===== config.mk =====
export PLATFORM = sky130hd
export DESIGN_NAME = ddr_port_arbiter
export DESIGN_NICKNAME = d
export VERILOG_FILES = /design/src/rtl/ddr_pkg.sv /design/src/rtl/ddr_port_arbiter.sv
export SDC_FILE = /design/constraint.sdc
export NUM_CORES = 1
export LEC_CHECK = 0
export ABC_AREA = 1
export CAP_MARGIN = 25
export CORE_ASPECT_RATIO = 1.4
export CORE_MARGIN = 5
export CORE_UTILIZATION = 62
export CTS_BUF_LIST = sky130_fd_sc_hd__clkbuf_16
export CTS_CLUSTER_DIAMETER = 30
export CTS_CLUSTER_SIZE = 40
export DETAILED_ROUTE_END_ITERATION = 8
export DONT_BUFFER_PORTS = 1
export PLACE_DENSITY = 0.76
export SLEW_MARGIN = 10
export SYNTH_ARGS = -nofsm -noshare
export SYNTH_HDL_FRONTEND = slang
export SYNTH_SLANG_ARGS = --single-unit
export TNS_END_PERCENT = 5

===== constraint.sdc =====
create_clock -name ddr_usrclk -period 4.78 [get_ports ddr_usrclk]
set_clock_uncertainty 0.2 [all_clocks]
set_input_delay 0.717 -clock ddr_usrclk [delete_from_list [all_inputs] [get_ports ddr_usrclk]]
set_output_delay 0.717 -clock ddr_usrclk [all_outputs]
set_load 0.05 [all_outputs]

===== src/rtl/ddr_pkg.sv =====
// Shared definitions for the MCB command-port logic: instruction codes,
// arbiter state encoding and the burst stride helper.
package ddr_pkg;

  localparam logic [2:0] MCB_INSTR_WR = 3'b000;
  localparam logic [2:0] MCB_INSTR_RD = 3'b001;

  typedef enum logic {
    ARB_IDLE  = 1'b0,
    ARB_ISSUE = 1'b1
  } arb_state_t;

  // Bytes covered by one burst of 32-bit words.
  function automatic int unsigned burst_stride(input int unsigned words);
    return words * 4;
  endfunction

endpackage


===== src/rtl/ddr_port_arbiter.sv =====
// Shares one MCB command port between capture writes and USB readback reads,
// and walks capture write addresses around a ring buffer.
module ddr_port_arbiter
  import ddr_pkg::*;
#(
  parameter int unsigned ADDR_W      = 30,
  parameter int unsigned BURST_WORDS = 64,
  parameter int unsigned BASE_ADDR   = 0,
  parameter int unsigned RING_BYTES  = 32'h0100_0000
) (
  input  logic              ddr_usrclk,
  input  logic              ddr_usrreset_n,
  input  logic              cap_clear,
  input  logic              wr_req,
  output logic              wr_grant,
  input  logic              rd_req,
  input  logic [ADDR_W-1:0] rd_addr,
  output logic              rd_grant,
  output logic              cmd_en,
  output logic [2:0]        cmd_instr,
  output logic [5:0]        cmd_bl,
  output logic [ADDR_W-1:0] cmd_byte_addr,
  input  logic              cmd_full,
  output logic [ADDR_W-1:0] wr_next_addr,
  output logic              wrapped,
  output logic [31:0]       wr_burst_count,
  output logic              busy
);

  localparam logic [ADDR_W-1:0] BASE      = ADDR_W'(BASE_ADDR);
  localparam logic [ADDR_W:0]   STRIDE_X  = (ADDR_W+1)'(burst_stride(BURST_WORDS));
  localparam logic [ADDR_W:0]   RING_END  = (ADDR_W+1)'(BASE_ADDR) + (ADDR_W+1)'(RING_BYTES);
  localparam logic [ADDR_W-1:0] WORD_MASK = ~ADDR_W'(3);

  arb_state_t        state;
  logic              last_rd;
  logic              win_wr;
  logic [ADDR_W:0]   wr_addr_inc;

  // Round-robin: with both requests up, write wins unless it won last time.
  assign win_wr      = wr_req && (!rd_req || last_rd);
  assign wr_addr_inc = {1'b0, wr_next_addr} + STRIDE_X;
  assign cmd_bl      = 6'(BURST_WORDS - 1);

  always_ff @(posedge ddr_usrclk or negedge ddr_usrreset_n) begin
    if (!ddr_usrreset_n) begin
      state          <= ARB_IDLE;
      last_rd        <= 1'b1;
      cmd_en         <= 1'b0;
      wr_grant       <= 1'b0;
      rd_grant       <= 1'b0;
      busy           <= 1'b0;
      cmd_instr      <= MCB_INSTR_WR;
      cmd_byte_addr  <= '0;
      wr_next_addr   <= BASE;
      wrapped        <= 1'b0;
      wr_burst_count <= '0;
    end else begin
      cmd_en   <= 1'b0;
      wr_grant <= 1'b0;
      rd_grant <= 1'b0;
      case (state)
        ARB_IDLE: begin
          if (!cmd_full && (wr_req || rd_req)) begin
            cmd_en <= 1'b1;
            busy   <= 1'b1;
            state  <= ARB_ISSUE;
            if (win_wr) begin
              wr_grant       <= 1'b1;
              last_rd        <= 1'b0;
              cmd_instr      <= MCB_INSTR_WR;
              cmd_byte_addr  <= wr_next_addr;
              wr_burst_count <= wr_burst_count + 32'd1;
              if (wr_addr_inc == RING_END) begin
                wr_next_addr <= BASE;
                wrapped      <= 1'b1;
              end else begin
                wr_next_addr <= wr_addr_inc[ADDR_W-1:0];
              end
            end else begin
              rd_grant      <= 1'b1;
              last_rd       <= 1'b1;
              cmd_instr     <= MCB_INSTR_RD;
              cmd_byte_addr <= rd_addr & WORD_MASK;
            end
          end
        end
        ARB_ISSUE: begin
          busy  <= 1'b0;
          state <= ARB_IDLE;
        end
      endcase
      // A clear overrides any same-cycle write update of the ring registers.
      if (cap_clear) begin
        wr_next_addr   <= BASE;
        wrapped        <= 1'b0;
        wr_burst_count <= '0;
      end
    end
  end

endmodule


==> results by group <==
Power and ir drop
  – Leak pwr: 2.366 nW
  – VDD IR max: 265.8 uV
  – Power per cell area: 357.8 mW/mm^2

Worst setup path
  – Worst Setup End Kind: register
  – Critical path fanouts, max: 7
  – CP Data Required Time: 4810 ps
  – Startpoint types: register
  – CP arrival: 2890 ps
  – WS Path Type: reg2reg

Synth
  – Post-synth EDFFs: 0
  – Cell count after synthesis: 652
  – Yosys reg bits: 90
  – Ys flop type: dfrtp_1
  – Mapped Area: 0.005026 sq mm
  – Yosys cell types: 44
  – Synthesis warning total: 0
  – Avg Synthesized Cell Area: 7.709 sq um
  – Sequential area share after synthesis: 0.4483
  – Post-synthesis async set-or-reset flop share: 1.000

Run
  – MaxCap Viol Count: 0

Detailed routing
  – Pre-antenna DRT Iters: 5
  – DRT iter0 DRCs: 219
  – DR DRC count: 0
  – Final ANT Viol Nets: 0
  – Routed WL: 12890 um
  – Vias: 4419
  – Via density: 5.884
  – Routed WL per cell: 17.16 um

STA
  – Final worst-path setup slack: 1912 ps
  – Slew headroom: 0.3942
  – Count of final setup violators: 0
  – Endpoints failing hold: 0
  – Actual slew at the worst max-slew pin: 908.6 ps
  – Final period util: 0.5999
  – Setup TNS: 0 ps
  – RSZ-0062 raised after global routing: false
  – Tmin final: 2868 ps
  – Max-slew violation count: 0
  – Max Fclk: 348.7 MHz

Floorplanning
  – Die H: 116.5 um
  – Die Wd: 86.10 um
  – Row count: 39
  – I/O pin count: 142
  – Core Box Area: 0.008051 sq mm
  – Full die area: 0.01003 sq mm
  – Initial Util: 0.6242

Clock tree
  – Total CTS buffers: 9
  – Total setup buffers inserted after CTS: 0
  – Clock buffer depth: 2
  – Clock sink total: 90
  – Post-CTS Resized: 0
  – H-tree level count: 3
  – Clock Latency Late Sink: 340 ps
  – Root buf cell: clkbuf_16
  – Worst-path clk slew: 60 ps
  – CTS tree: done

Global route
  – Number of global-route vias before repair: 4418
  – Initial antenna violation count: 0
  – Largest net degree at the start of global routing: 90
  – First-pass GRT wire length: 21170 um
  – Gr usage total: 0.2687
  – GRT overflow: 0

Cells and area
  – Share of layout cells above drive strength 1: 0.06934
  – Final std cells w/o fill: 751
  – N_diodes: 0
  – Commonest non-fill, non-tap cells in the layout: nand2_1 (169), dfrtp_1 (89), inv_1 (67)
  – # fillers: 709
  – Area Overhead vs Synth: 6.846%
  – Most common cell after layout, fill and taps aside: nand2_1
  – Nets: 683

Placement
  – Detailed placement HPWL: 9303 um
  – PortBufs: 0
  – Place WS: 1710 ps
  – Placer Congestion: 0.9670
  – Placed insts: 732

Worst hold path
  – Tightest Hold Check Type: in2async

Outcome
  – Status: complete, no violations
-- cell type report --
| type | instances | area, sq um | share of cell area |
|---|---|---|---|
| Inverter | 69 | 259.0 | 0.04823 |
| Sequential cell | 90 | 2253 | 0.4196 |
| Clock buffer | 9 | 225.2 | 0.04194 |
| Clock inverter | 7 | 107.6 | 0.02004 |
| Timing Repair Buffer | 3 | 52.55 | 0.009786 |
| Tap cell | 102 | 127.6 | 0.02377 |
| Multi-Input combinational cell | 471 | 2345 | 0.4366 |
-- logic make-up after synthesis --
logic type,synth area share
DFF,0.4483
and+or+nand+nor,0.3154
buffers and inverters,0.09609
other,0.001494
AOI/OAI and AO/OA,0.1190
xor gates and xnor gates,0.01220
adders and majority gates,0.007469
-- per-stage QoR --
| step | hold slack, ps | util | instance area, sq um | power, mW |
|---|---|---|---|---|
| floorplan | 221.4 | - | 5079 | 1.117 |
| global placement | 223.6 | 0.6191 | 4985 | 1.125 |
| detailed placement | 223.5 | 0.6191 | 4985 | 1.130 |
| CTS | 7.917 | 0.6639 | 5345 | 1.934 |
| global route | 127.0 | 0.6670 | 5370 | 1.993 |
| finish | 79.76 | 0.6670 | 5370 | 1.922 |
-- critical path, cell delays in order, from the launching register on --
cell	delay, ps
dfrtp_1	800
ha_1	370
nand2_1	90
nor2_2	180
nand3_1	180
inv_1	180
nand3_1	120
nand2_1	160
nand3_2	90
nor2_2	120
nand2_1	100
nand3b_1	90
nand2_1	70
-- repair_timing --
| item | in CTS | in global routing |
|---|---|---|
| hold buffers | 1 | 1 |
| endpoints found under the hold margin | 89 | 1 |
| endpoints found under the setup margin | 0 | 0 |
-- final timing paths --
check / startpoint / endpoint / slack, ps / depth (start not counted)
worst max-delay path: wr_next_addr[9] / wr_next_addr[9] / 1910 / 12
worst min-delay path: ddr_usrreset_n / wr_grant / 80 / 1
worst max register to register: wr_next_addr[9] / wr_next_addr[9] / 1910 / 12
worst min register to register: last_rd / last_rd / 280 / 2
max in group asynchronous: ddr_usrreset_n / last_rd / 3770 / 1
min in group ddr_usrclk: cap_clear / wrapped / 230 / 1
-- routing by layer --
metal | GRT usage | up-vias | wire [um]
met1 | 0.2913 | 2127 | 4600
met5 | 0 | - | 0
met4 | 0.1320 | 0 | 429
met2 | 0.4750 | 158 | 6750
met3 | 0.07975 | 30 | 1109
li1 | - | 2104 | -
-- flip-flops by register name (all words and copies together) (netlist names) --
| register | cells |
|---|---|
| wr_burst_count | 32 |
| cmd_byte_addr | 29 |
| wr_next_addr | 22 |
| busy | 1 |
| cmd_en | 1 |
| cmd_instr | 1 |
| last_rd | 1 |
| rd_grant | 1 |
| wr_grant | 1 |
| wrapped | 1 |
-- Yosys cell counts, drive strengths merged, types with 2 or more instances --
master,number,area share
nand3,48,0.053
nor4,3,0.0037
ha,3,0.0075
a21oi,22,0.023
o31ai,2,0.0030
clkbuf,14,0.014
buf,22,0.030
a22o,6,0.010
dfrtp,89,0.44
o21a,2,0.0030
inv,68,0.051
conb,2,0.0015
nor2,75,0.067
nor3,18,0.020
nand2,175,0.14
nand3b,3,0.0045
nand4,20,0.026
xor2,7,0.012
o211ai,21,0.031
o21ai,43,0.043
-- power breakdown --
group / switching (mW) / leakage [nW] / internal (mW)
logic: 0.101 / 0.987 / 0.0368
registers: 0.191 / 1.22 / 0.805
clock network: 0.283 / 0.164 / 0.505
(Power assumes the default switching activity.)
